$ cat src/rtl/uart_receiver.sv
// 8N1 UART receiver, 8 clocks per bit, mid-bit sampling.
// Two-flop synchronized input; single-cycle valid and frame-error pulses.
module uart_receiver (
  input  logic       clk,
  input  logic       rst_n,
  input  logic       rx,
  output logic [7:0] rx_data,
  output logic       rx_valid,
  output logic       frame_error,
  output logic       rx_busy
);

  typedef enum logic [2:0] {
    S_IDLE,
    S_START,
    S_DATA,
    S_STOP,
    S_BREAK
  } state_t;

  state_t     r_state, w_state_n;
  logic       r_sync1, r_rx_s;
  logic [2:0] r_cnt, w_cnt_n;
  logic [2:0] r_idx, w_idx_n;
  logic [7:0] r_shift, w_shift_n;
  logic [7:0] r_data, w_data_n;
  logic       r_valid, w_valid_n;
  logic       r_ferr, w_ferr_n;

  always_ff @(posedge clk or negedge rst_n) begin
    if (!rst_n) begin
      r_sync1 <= 1'b1;
      r_rx_s  <= 1'b1;
      r_state <= S_IDLE;
      r_cnt   <= 3'd0;
      r_idx   <= 3'd0;
      r_shift <= 8'h00;
      r_data  <= 8'h00;
      r_valid <= 1'b0;
      r_ferr  <= 1'b0;
    end else begin
      r_sync1 <= rx;
      r_rx_s  <= r_sync1;
      r_state <= w_state_n;
      r_cnt   <= w_cnt_n;
      r_idx   <= w_idx_n;
      r_shift <= w_shift_n;
      r_data  <= w_data_n;
      r_valid <= w_valid_n;
      r_ferr  <= w_ferr_n;
    end
  end

  always_comb begin
    w_state_n = r_state;
    w_cnt_n   = r_cnt + 3'd1;
    w_idx_n   = r_idx;
    w_shift_n = r_shift;
    w_data_n  = r_data;
    w_valid_n = 1'b0;
    w_ferr_n  = 1'b0;
    unique case (r_state)
      S_IDLE: begin
        w_cnt_n = 3'd0;
        w_idx_n = 3'd0;
        if (!r_rx_s) w_state_n = S_START;
      end
      // Re-check the line mid-way through the start bit
      S_START: begin
        if (r_cnt == 3'd3) begin
          w_cnt_n   = 3'd0;
          w_state_n = r_rx_s ? S_IDLE : S_DATA;
        end
      end
      S_DATA: begin
        if (r_cnt == 3'd7) begin
          w_shift_n = {r_rx_s, r_shift[7:1]};
          w_idx_n   = r_idx + 3'd1;
          w_cnt_n   = 3'd0;
          if (r_idx == 3'd7) w_state_n = S_STOP;
        end
      end
      S_STOP: begin
        if (r_cnt == 3'd7) begin
          w_cnt_n = 3'd0;
          if (r_rx_s) begin
            w_data_n  = r_shift;
            w_valid_n = 1'b1;
            w_state_n = S_IDLE;
          end else begin
            w_ferr_n  = 1'b1;
            w_state_n = S_BREAK;
          end
        end
      end
      // Hold off until the line recovers so a break is not a new start
      S_BREAK: begin
        w_cnt_n = 3'd0;
        if (r_rx_s) w_state_n = S_IDLE;
      end
      default: begin
        w_cnt_n   = 3'd0;
        w_state_n = S_IDLE;
      end
    endcase
  end

  assign rx_data     = r_data;
  assign rx_valid    = r_valid;
  assign frame_error = r_ferr;
  assign rx_busy     = (r_state != S_IDLE);

endmodule

$ cat config.mk
export PLATFORM = sky130hd
export DESIGN_NAME = uart_receiver
export DESIGN_NICKNAME = d
export VERILOG_FILES = /design/src/rtl/uart_receiver.sv
export SDC_FILE = /design/constraint.sdc
export NUM_CORES = 1
export LEC_CHECK = 0
export BUFFER_PORTS_ARGS = -buffer_cell sky130_fd_sc_hd__buf_2
export CELL_PAD_IN_SITES_DETAIL_PLACEMENT = 1
export CELL_PAD_IN_SITES_GLOBAL_PLACEMENT = 1
export CORE_MARGIN = 3
export CORE_UTILIZATION = 39
export CTS_BUF_LIST = sky130_fd_sc_hd__clkbuf_8 sky130_fd_sc_hd__clkbuf_16
export CTS_CLUSTER_SIZE = 20
export DETAILED_ROUTE_END_ITERATION = 10
export GPL_TIMING_DRIVEN = 0
export MAX_ROUTING_LAYER = met4
export PLACE_DENSITY = 0.75
export SLEW_MARGIN = 20
export SYNTH_ARGS = -nofsm -noshare
export SYNTH_HDL_FRONTEND = slang
export SYNTH_SLANG_ARGS = --single-unit
$ cat constraint.sdc
create_clock -name clk -period 2.4 [get_ports clk]
set_clock_uncertainty 0.15 [all_clocks]
set_input_delay 0.12 -clock clk [delete_from_list [all_inputs] [get_ports clk]]
set_output_delay 0.12 -clock clk [all_outputs]
set_load 0.01 [all_outputs]
==> flow_metrics.env <==
export IMPL_final_cell_mix="27 x dfrtp_1, 15 x buf_2, 9 x mux2_2"
export IMPL_ir_drop_v=0.000453
export IMPL_antenna_found_initial=0
export IMPL_ant_nets=0
export IMPL_path_max_fanout=10
export IMPL_vias_per_cell=4.81
export IMPL_tightest_slew_ps=615
export IMPL_dp_hpwl_um=1370
export IMPL_grt_use_met1_pct=14.2
export IMPL_via_count=721
export IMPL_p_per_area_nw_per_um2=875
export IMPL_fin_crit_sh_pct=78.6
export IMPL_gp_congestion=0.805
export IMPL_worstRegToRegCells=5
export IMPL_wl_um=2010
export IMPL_hold_path_cell_count=0
export IMPL_power_leakage_nw=0.728
export IMPL_drt_iter0_markers=24
export IMPL_core_area_sq_um=2900
export IMPL_layout_drive_gt1_share_pct=42.6
export IMPL_cts_sinks=29
export IMPL_power_mw=1.28
export IMPL_synth_distinct_cells=23
export IMPL_crit_path_start_kind="flop"
export IMPL_hp_class="flop to flop"
export IMPL_use_met2_pct=19.4
export IMPL_multi_input_area_sq_um=463
export IMPL_cp_arrival_ps=1900
export IMPL_grt_pass1_wl_um=3680
export IMPL_final_common_cell="dfrtp_1"
export IMPL_rsz0062_at_grt="no"
export IMPL_synth_edff_count=0
export IMPL_grt_util_met3_pct=5.04
export IMPL_ys_flop_type="dfrtp_1"
export IMPL_critPathKind="flop to flop"
export IMPL_clock_fmax_ghz=0.530
export IMPL_numCtsBuffers=5
export IMPL_cap_violations=0
export IMPL_track_usage_pct=12.4
export IMPL_start_util_pct=42.8
export IMPL_synth_warnings=0
export IMPL_grt_busiest_layer="met2"
export IMPL_clk_latency_ps=280
export IMPL_run_status="completed"
export IMPL_clockBufferDepth=2
export IMPL_relSlewSlack_pct=59.0
export IMPL_syn_inst=85
export IMPL_drc=0
export IMPL_fin_crit_ps=1890
export IMPL_drv_slew=0
export IMPL_clk_pin_slew_ps=60
export IMPL_crit_path_end_kind="flop"
export IMPL_ys_async_sr_fraction_pct=100
export IMPL_diodes=0
export IMPL_gr_total_overflow=0
export IMPL_yosysSeqAreaShare_pct=58.6
export IMPL_dieHeight_um=62.4
export IMPL_hold_viol=0
export IMPL_syn2layout_area_growth_pct=17.7
export IMPL_finalSetupViolCount=0
export IMPL_clock_root_buffer="clkbuf_8"
export IMPL_wl_per_cell_um=13.4
export IMPL_nets=115
export IMPL_cts_max_level=2
export IMPL_cts_tree="built"
export IMPL_synth_avg_cell_area_sq_um=14.6
export IMPL_fill_cells=304
export IMPL_dieArea_sq_um=3900
export IMPL_netlist_area_sq_um=1240
export IMPL_register_area_sq_um=728
export IMPL_finalSetupTns_ps=0
export IMPL_io_buffers=13
export IMPL_postCtsSetupBuffers=0
export IMPL_required_ps=2410
export IMPL_ys_ff_latch=29
export IMPL_drtPass1Iterations=4
export IMPL_io_pins=14
export IMPL_grt_max_degree=30
export IMPL_die_w_um=62.4
export IMPL_synth_fp_nets=93
export IMPL_rows=19
export IMPL_first_global_vias=810
[where the power goes]
part	total, mW	internal (mW)	switching (mW)
clock	0.371	0.196	0.175
combinational	0.299	0.139	0.160
sequential	0.611	0.561	0.0493
total	1.28	0.896	0.384
[final timing paths]
path,startpoint,slack (ps),end
setup reg to reg,r_cnt[0],510,r_shift[3]
max in group asynchronous,rst_n,1450,r_idx[0]
setup / recovery,r_cnt[0],510,r_shift[3]
hold / removal,r_sync1,220,r_rx_s
hold reg to reg,r_sync1,220,r_rx_s
min in group asynchronous,rst_n,250,r_shift[7]
[through the flow]
stage               instance area (sq um)  hold slack, ps  cells  util (%)  setup slack [ps]
CTS                                  1460             217    150      50.4               496
detailed placement                   1360            23.9    140      46.9               508
floorplan                            1240            -326     85         -               669
finish                               1460             215    150      50.4               513
global placement                     1360            18.0    140      46.9               558
global route                         1460             225    150      50.4               425
[cells by family after synthesis]
logic type / count (synthesis) / share of synthesized area (%)
muxes: 20 / 20.2
AOI/OAI and AO/OA: 8 / 5.04
adders and majority gates: 5 / 5.04
and+or+nand+nor: 13 / 6.24
DFF: 29 / 58.6
xor gates and xnor gates: 1 / 0.705
buffers and inverters: 9 / 4.13
[synth_stat cells (2+ instances only)]
| cell | n | area share [%] |
|---|---|---|
| a2111oi_0 | 2 | 1.4 |
| a311oi_1 | 2 | 1.4 |
| buf_2 | 2 | 0.81 |
| buf_6 | 2 | 1.8 |
| dfrtp_1 | 27 | 54 |
| dfstp_2 | 2 | 4.2 |
| ha_1 | 5 | 5.0 |
| inv_1 | 5 | 1.5 |
| mux2_2 | 9 | 8.2 |
| mux2_4 | 8 | 9.7 |
| mux2i_1 | 3 | 2.4 |
| nand2_1 | 5 | 1.5 |
| nor2_1 | 3 | 0.91 |
[sequential cells by signal, summed over array words and instances, names as in the netlist]
name	count
rx_valid	1
r_rx_s	1
r_state	3
r_sync1	1
r_idx	3
rx_data	8
frame_error	1
r_cnt	3
r_shift	8
[cell type report]
type | instances | area share, %
buffer | 4 | 2.22
clock buffer | 5 | 4.70
clock inverter | 3 | 0.941
inverter | 5 | 1.28
multi-input combinational | 47 | 31.7
sequential | 29 | 49.8
tap | 42 | 3.59
timing repair buffer | 15 | 5.82
[metal layers]
metal,up-vias,share of wire [%],routed length (um)
met5,-,0,0
met4,0,1.0,20
met3,4,4.5,91
met2,14,48,953
met1,362,47,941
li1,341,-,-
[worst max-delay path, cell delays in order (launching register included)]
cell,delay [ps]
dfrtp_1,380
ha_1,290
and4b_1,280
nor2b_4,170
buf_6,160
mux2_2,340
[repair_timing]
action / 4_1_cts / 5_1_grt
hold buffers: 2 / 0
hold endpoints to repair: 28 / 0
endpoints found under the setup margin: 0 / 0
resized for setup: 0 / 0
(Power assumes the default switching activity.)
